`src/rtl/led_frame_buffer.sv`:
```
// Double-buffered 8x8 red/green frame store with frame-synchronous swap and multi-cycle back-buffer clear.
// Optional FB_COPY_ON_SWAP_EN: on swap, the new back buffer is also loaded with the newly displayed frame.
module led_frame_buffer (
  input  logic            clock,
  input  logic            reset_n,
  input  logic            frame_tick,
  input  logic            wr_en,
  input  logic [2:0]      wr_row,
  input  logic [2:0]      wr_col,
  input  logic [1:0]      wr_color,
  input  logic            clear_req,
  input  logic            swap_req,
  output logic            ready,
  output logic            swap_done,
  output logic [7:0][7:0] red_array,
  output logic [7:0][7:0] green_array
);

  typedef enum logic [1:0] {IDLE, CLEAR, SWAP_WAIT} state_t;

  state_t          state, state_nxt;
  logic            front;
  logic [2:0]      clr_row;
  logic [7:0][7:0] red_a, green_a, red_b, green_b;
  logic            do_write, do_clear, do_swap;

  always_ff @(posedge clock or negedge reset_n) begin
    if (!reset_n) state <= IDLE;
    else          state <= state_nxt;
  end

  always_comb begin
    state_nxt = state;
    do_write  = 1'b0;
    do_clear  = 1'b0;
    do_swap   = 1'b0;
    case (state)
      IDLE: begin
        if (clear_req) begin
          state_nxt = CLEAR;
        end else begin
          // a write alongside a swap request still lands before the swap
          if (swap_req) state_nxt = SWAP_WAIT;
          do_write = wr_en;
        end
      end
      CLEAR: begin
        do_clear = 1'b1;
        if (clr_row == 3'd7) state_nxt = IDLE;
      end
      SWAP_WAIT: begin
        if (frame_tick) begin
          do_swap   = 1'b1;
          state_nxt = IDLE;
        end
      end
      default: state_nxt = IDLE;
    endcase
  end

  assign ready = (state == IDLE);

  always_ff @(posedge clock or negedge reset_n) begin
    if (!reset_n) begin
      red_a     <= '0;
      green_a   <= '0;
      red_b     <= '0;
      green_b   <= '0;
      front     <= 1'b0;
      clr_row   <= '0;
      swap_done <= 1'b0;
    end else begin
      swap_done <= do_swap;
      if (do_swap) begin
        front <= ~front;
`ifdef FB_COPY_ON_SWAP_EN
        if (front) begin
          red_b   <= red_a;
          green_b <= green_a;
        end else begin
          red_a   <= red_b;
          green_a <= green_b;
        end
`endif
      end
      if (do_write) begin
        if (front) begin
          red_a[wr_row][wr_col]   <= wr_color[0];
          green_a[wr_row][wr_col] <= wr_color[1];
        end else begin
          red_b[wr_row][wr_col]   <= wr_color[0];
          green_b[wr_row][wr_col] <= wr_color[1];
        end
      end
      if (do_clear) begin
        if (front) begin
          red_a[clr_row]   <= '0;
          green_a[clr_row] <= '0;
        end else begin
          red_b[clr_row]   <= '0;
          green_b[clr_row] <= '0;
        end
        clr_row <= clr_row + 3'd1;
      end
    end
  end

  // front bank changes only on swap edges, so the displayed frame is always complete
  assign red_array   = front ? red_b   : red_a;
  assign green_array = front ? green_b : green_a;

endmodule
```
`config.mk`:
```
export PLATFORM = sky130hd
export DESIGN_NAME = led_frame_buffer
export DESIGN_NICKNAME = d
export VERILOG_FILES = /design/src/rtl/led_frame_buffer.sv
export SDC_FILE = /design/constraint.sdc
export NUM_CORES = 1
export LEC_CHECK = 0
export BUFFER_PORTS_ARGS = -buffer_cell sky130_fd_sc_hd__clkbuf_2
export CAP_MARGIN = 0
export CORE_MARGIN = 8
export CORE_UTILIZATION = 60
export CTS_CLUSTER_SIZE = 20
export DETAILED_ROUTE_END_ITERATION = 6
export PLACE_DENSITY = 0.89
export SYNTH_ARGS = -nofsm -noshare
export SYNTH_HDL_FRONTEND = slang
export SYNTH_SLANG_ARGS = --single-unit
```
`constraint.sdc`:
```
create_clock -name clock -period 2.22 [get_ports clock]
set_input_delay 0.111 -clock clock [delete_from_list [all_inputs] [get_ports clock]]
set_output_delay 0.111 -clock clock [all_outputs]
set_load 0.005 [all_outputs]
```
==> results.sh, run 1 <==
export IMPL_finalWeightedCongestion=0.8204
export IMPL_hp_start="wr_color[1]"
export IMPL_cts_sinks=263
export IMPL_coreArea_um2=22640
export IMPL_antenna_found_initial=3
export IMPL_initial_utilization_pct=61.04
export IMPL_grt_pass1_vias=11749
export IMPL_r2r_start="clr_row[2]"
export IMPL_die_x_um=167.8
export IMPL_ff_latch_area_um2=6585
export IMPL_clkLatencyLatePin_ns=0.53
export IMPL_vdd_ir_drop_max_mv=0.7279
export IMPL_grtUsageMet1_pct=36.71
export IMPL_n_antenna_cell=0
export IMPL_critPathArrivalTime_ns=2.06
export IMPL_fmax_ghz=0.4610
export IMPL_grt_busiest_layer="met2"
export IMPL_ys_flop_type="dfrtp_1"
export IMPL_die_area_um2=28150
export IMPL_drc_errors=0
export IMPL_async_flop_share_pct=100.0
export IMPL_syn_num_nets=1267
export IMPL_synth_seq_cells=263
export IMPL_status="finished clean"
export IMPL_io_pins=144
export IMPL_drive_gt1_share_pct=29.24
export IMPL_cts_tree="yes"
export IMPL_ys_types=37
export IMPL_drt_wl_total_um=40230
export IMPL_startpoint_type="flop"
export IMPL_fillCellCount=1504
export IMPL_use_met3_pct=6.631
export IMPL_cts_root_buf="clkbuf_16"
export IMPL_cts_max_level=1
export IMPL_clk_pin_slew_worst_paths_ns=0.06
export IMPL_numCtsBuffers=27
export IMPL_syn_area_um2=13820
export IMPL_relSlewSlack_pct=47.70
export IMPL_final_cell_mix="o21ai_0, dfrtp_1, mux2i_1, clkbuf_2, mux2_2"
export IMPL_rsz0062_at_grt="false"
export IMPL_critPathCaptureType="primary output"
export IMPL_viasPerCell=6.808
export IMPL_grt_total_usage_pct=27.80
export IMPL_met2_usage_pct=43.45
export IMPL_hold_viol=0
export IMPL_post_cts_buffers=0
export IMPL_hold_path_class="in -> reg"
export IMPL_multi_input_area_um2=6633
export IMPL_final_common_cell="o21ai_0"
export IMPL_post_dp_hpwl_um=24700
export IMPL_firstDrtPassIters=5
export IMPL_total_power_mw=22.80
export IMPL_synth_avg_cell_area_um2=11.05
export IMPL_maxCapViolations=0
export IMPL_tightest_slew_ns=0.7763
export IMPL_via_count=11253
export IMPL_crit_path_start="front"
export IMPL_timing_final_max_slew_violations=0
export IMPL_synth_cells=1251
export IMPL_setup_viol=0
export IMPL_fin_tns_setup_ns=0
export IMPL_power_density_nw_per_um2=1434
export IMPL_cp_max_fo=56
export IMPL_post_drt_wl_per_cell_um=24.33
export IMPL_ant_nets=0
export IMPL_clockBufferDepth=3
export IMPL_area_growth_pct=15.06
export IMPL_io_buffers=143
export IMPL_path_class="reg -> out"
export IMPL_skew_ns=0.009106
export IMPL_cp_required_ns=2.11
export IMPL_nNetsFinal=1364
export IMPL_dr_first_iter_drc_count=1327
export IMPL_die_h_um=167.8
export IMPL_grt_overflow=0
export IMPL_yosysWarningCount=0
export IMPL_fin_crit_ns=2.169
export IMPL_synth_edf_count=0
export IMPL_post_route_period_util_pct=97.72
export IMPL_core_rowCount=55
export IMPL_grt_pass1_wl_um=63970
export IMPL_grt_max_degree=82
export IMPL_ys_seq_area_share_pct=47.62
export IMPL_p_leak_nw=8.458
## logic make-up (layout without fill, tap and decap cells)
group	Yosys count	count (layout)	share of synthesized area (%)
fa+ha+maj	2	2	0.1810
flops	263	263	47.62
buf+inv	140	257	4.581
xor+xnor	2	2	0.1268
simple gates	168	168	7.831
mux	386	386	29.14
compound gates	290	290	10.52
## power breakdown
group | switching (mW) | internal, mW | total (mW)
registers | 1.24 | 7.02 | 8.25
clock network | 1.94 | 2.99 | 4.92
logic | 5.40 | 4.22 | 9.62
## flip-flops by register name, summed over array words and instances (netlist names)
register,flops
clr_row,3
red_b,64
green_b,64
green_a,64
red_a,64
swap_done,1
front,1
state,2
## layout make-up
cell class                 instances  share of cell area, %
clock buffer                      38                  5.076
clock inverter                    11                  1.007
inverter                           2                0.04721
multi-input combinational        848                  41.71
sequential                       263                  41.42
tap                              285                  2.243
timing repair buffer             206                  8.499
## what timing repair did
item | CTS | global route
endpoints found under the setup margin | 108 | 58
hold endpoints to repair | 79 | 0
resized for setup | 3 | 3
hold buffers | 5 | 0
## worst max-delay path: stages (launching register included)
cell,delay (ns)
dfrtp_4,0.53
buf_8,0.42
mux2_2,0.43
clkbuf_2,0.12
## per-stage QoR
step / cell area (um2) / setup slack [ns] / cells / utilization, % / hold slack [ns]
after global placement: 14870 / 0.1811 / 1599 / 65.66 / 0.1559
after CTS: 15900 / 0.006408 / 1653 / 70.21 / 0.08872
after floorplan: 13820 / 0.6044 / 1251 / - / -0.1846
after detailed placement: 14870 / 0.1313 / 1599 / 65.66 / 0.1640
final: 15900 / 0.05062 / 1653 / 70.23 / 0.1073
after global routing: 15900 / 0.003300 / 1653 / 70.23 / 0.1420
## synthesized netlist by cell type (3+ instances only)
| cell type | instances | area, um2 |
|---|---|---|
| buf_6 | 3 | 33.78 |
| o21ai_1 | 8 | 40.04 |
| mux2_2 | 130 | 1464 |
| clkbuf_1 | 77 | 289.0 |
| o21ai_0 | 280 | 1401 |
| nor4bb_1 | 5 | 50.05 |
| nand3_1 | 123 | 615.6 |
| dfrtp_1 | 263 | 6581 |
| nor2_1 | 4 | 15.01 |
| and3b_1 | 4 | 35.03 |
| and4b_1 | 4 | 40.04 |
| mux2i_1 | 256 | 2562 |
| buf_4 | 6 | 45.04 |
| buf_2 | 45 | 225.2 |
| clkbuf_2 | 5 | 25.02 |
| and3_1 | 6 | 37.54 |
| nor4b_4 | 4 | 95.09 |
## per-layer routing
metal	vias to the layer above	routed length, um
met3	142	3969
met1	5631	15940
met5	-	41
met4	6	1435
li1	4741	-
met2	733	18840
## final timing paths
path / to / slack (ns) / cells past startpoint
worst max register to register: green_a[0] / 0.17 / 4
worst min register to register: green_b[2] / 0.55 / 2
min in group asynchronous: red_b[51] / 0.17 / 2
worst max-delay path: red_array[38] / 0.05 / 3
max in group asynchronous: red_b[9] / 1.21 / 3
worst min-delay path: green_b[41] / 0.11 / 3
Power figures use the tool's default switching activity.
==> run 2: changes to the inputs <==
--- a/config.mk
+++ b/config.mk
@@ -5,13 +5,14 @@
 export SDC_FILE = /design/constraint.sdc
 export NUM_CORES = 1
 export LEC_CHECK = 0
+export ABC_AREA = 1
 export BUFFER_PORTS_ARGS = -buffer_cell sky130_fd_sc_hd__clkbuf_2
 export CAP_MARGIN = 0
 export CORE_MARGIN = 8
-export CORE_UTILIZATION = 60
+export CORE_UTILIZATION = 59
 export CTS_CLUSTER_SIZE = 20
 export DETAILED_ROUTE_END_ITERATION = 6
-export PLACE_DENSITY = 0.89
+export PLACE_DENSITY = 0.88
 export SYNTH_ARGS = -nofsm -noshare
 export SYNTH_HDL_FRONTEND = slang
 export SYNTH_SLANG_ARGS = --single-unit
==> run 2 against run 1 <==
Net effect:
- wire length fell by 5.8%
- critical path depth rose by 1
- synthesized area shrank 4.1%
- total power shrank 46%
- sequential power down 36%
- clock skew is 0.0056 ns higher
- synthesized cell count is 46% higher
- die area shrank 2.2%
- non-clock buffer count down 13
- cell count rose by 35%
- global-route usage shrank 0.87 points
- count of clock-buffer cells in the layout grew 1
==> results.sh, run 2 <==
export IMPL_status="finished clean"
export IMPL_relSlewSlack_pct=55.48
export IMPL_cts_max_level=1
export IMPL_clockBufferDepth=3
export IMPL_maxCapViolations=0
export IMPL_synth_cells=1822
export IMPL_hold_path_class="in -> reg"
export IMPL_synthTopCellsByCount="nand2_1, dfrtp_1, nand3_1"
export IMPL_syn_num_nets=1838
export IMPL_post_dp_hpwl_um=23640
export IMPL_critPathArrivalTime_ns=1.96
export IMPL_power_density_nw_per_um2=813.3
export IMPL_synth_edf_count=0
export IMPL_post_drt_wl_per_cell_um=16.96
export IMPL_cpMaxStageDelayCell="buf_6"
export IMPL_firstDrtPassIters=7
export IMPL_ys_types=17
export IMPL_startpoint_type="flop"
export IMPL_drc_errors=0
export IMPL_initial_utilization_pct=59.28
export IMPL_finalWeightedCongestion=0.8423
export IMPL_syn_area_um2=13260
export IMPL_cp_max_fo=81
export IMPL_die_area_um2=27530
export IMPL_timing_hold_ws_ns=0.06797
export IMPL_p_leak_nw=7.153
export IMPL_met3_length_um=2929
export IMPL_yosysTopAreaCell="dfrtp_1"
export IMPL_multi_input_area_um2=6056
export IMPL_setup_viol=0
export IMPL_ys_seq_area_share_pct=49.64
export IMPL_ant_nets=0
export IMPL_antenna_found_initial=0
export IMPL_cts_root_buf="clkbuf_16"
export IMPL_dr_first_iter_drc_count=1506
export IMPL_synth_most_common_cell="nand2_1"
export IMPL_ff_latch_area_um2=6585
export IMPL_worstPathCellList="buf_6 -> nand2_1 -> nand2_1 -> clkbuf_2"
export IMPL_coreArea_um2=22370
export IMPL_io_buffers=143
export IMPL_final_common_cell="nand2_1"
export IMPL_nNetsFinal=1946
export IMPL_cts_tree="yes"
export IMPL_r2r_start="state[1]"
export IMPL_critPathCaptureType="primary output"
export IMPL_clkLatencyLatePin_ns=0.53
export IMPL_async_flop_share_pct=100.0
export IMPL_synth_top_cell_area_share_pct=49.64
export IMPL_synth_seq_cells=263
export IMPL_cts_sinks=263
export IMPL_drt_met1_wl_um=15100
export IMPL_core_rowCount=55
export IMPL_crit_path_max_incr_delay_ns=0.50
export IMPL_wl_met2_um=18260
export IMPL_final_cell_mix="nand2_1, dfrtp_1, nand3_1, a21oi_1, clkbuf_2"
export IMPL_grt_pass1_vias=12587
export IMPL_fin_tns_setup_ns=0
export IMPL_hold_viol=0
export IMPL_timing_final_max_slew_violations=0
export IMPL_cp_required_ns=2.11
export IMPL_crit_path_start="front"
export IMPL_via_count=13133
export IMPL_tightest_slew_ns=0.6677
export IMPL_path_class="reg -> out"
export IMPL_post_cts_buffers=0
export IMPL_post_route_period_util_pct=93.23
export IMPL_grt_total_usage_pct=26.93
export IMPL_rsz0062_at_grt="false"
export IMPL_n_antenna_cell=0
export IMPL_grt_max_degree=109
export IMPL_grt_overflow=0
export IMPL_synth_avg_cell_area_um2=7.277
export IMPL_drive_gt1_share_pct=12.11
export IMPL_skew_ns=0.01473
export IMPL_viasPerCell=5.881
export IMPL_die_x_um=165.9
export IMPL_yosysWarningCount=0
export IMPL_grt_pass1_wl_um=62490
export IMPL_numCtsBuffers=27
export IMPL_fmax_ghz=0.4832
export IMPL_fin_crit_ns=2.070
export IMPL_fillCellCount=1797
export IMPL_area_growth_pct=14.80
export IMPL_cpMostUsedCell="nand2_1"
export IMPL_synth_area_leaders="dfrtp_1, nand2_1, nand3_1"
export IMPL_highest_layer="met4"
export IMPL_vdd_ir_drop_max_mv=0.6738
export IMPL_clk_pin_slew_worst_paths_ns=0.06
export IMPL_io_pins=144
export IMPL_drt_wl_total_um=37880
export IMPL_ys_flop_type="dfrtp_1"
export IMPL_hp_start="wr_color[0]"
export IMPL_die_h_um=165.9
-- run 2: kinds of logic after synthesis --
kind of cell	share of synthesized area, %
AOI/OAI and AO/OA	9.861
buffers and inverters	4.803
xor gates and xnor gates	0.1321
and+or+nand+nor	35.38
adders and majority gates	0.1887
DFF	49.64
-- run 2: final cells by class --
| type | count | share of cell area, % |
|---|---|---|
| timing repair buffer | 193 | 8.303 |
| tap | 285 | 2.343 |
| sequential | 263 | 43.26 |
| multi-input combinational | 1426 | 39.79 |
| clock inverter | 8 | 0.6247 |
| inverter | 19 | 0.4850 |
| clock buffer | 39 | 5.195 |
-- run 2: report_power, final --
group	leakage, nW	internal [mW]	total, mW	switching, mW
clock	0.433	2.69	4.56	1.87
sequential	3.66	5.04	5.24	0.192
combinational	3.06	0.627	2.59	1.96
-- run 2: through the flow --
step / power [mW] / std cells / area, um2 / setup WS (ns) / util (%)
3_3_place_gp: 7.761 / 2181 / 14280 / 0.5573 / 63.84
4_1_cts: 12.37 / 2233 / 15220 / 0.04755 / 68.04
2_1_floorplan: 6.916 / 1822 / 13260 / 0.7597 / -
3_5_place_dp: 7.835 / 2181 / 14280 / 0.4725 / 63.84
5_1_grt: 12.87 / 2233 / 15220 / 0.07384 / 68.06
6_report: 12.38 / 2233 / 15220 / 0.1503 / 68.06
-- run 2: worst paths after layout --
kind                                 end  slack (ns)  cells after the start
max                        red_array[36]        0.15                      4
min                             red_b[3]        0.07                      3
max reg2reg                    red_a[54]        0.33                      7
min reg2reg                     red_b[8]        0.53                      2
max in group asynchronous    green_b[41]        1.25                      3
min in group asynchronous    green_a[16]        0.19                      2
-- run 2: what timing repair did --
| action | CTS | global route |
|---|---|---|
| pin swaps | 0 | 0 |
| gates resized for setup | 1 | 1 |
| endpoints found under the hold margin | 80 | 0 |
| cloned | 0 | 0 |
| hold buffers | 5 | 0 |
| setup endpoints to repair | 3 | 18 |
-- run 2: worst max-delay path: cells and delay by family, from the launching register on --
family                 cells  cell delay, ns
buffers and inverters      2            0.63
DFF                        1            0.47
and+or+nand+nor            2            0.26
-- run 2: metal layers --
| layer | vias to the layer above | global-route usage [%] |
|---|---|---|
| li1 | 6155 | - |
| met1 | 6229 | 34.84 |
| met2 | 641 | 44.20 |
| met3 | 108 | 3.874 |
| met4 | 0 | 12.77 |
| met5 | - | 0 |
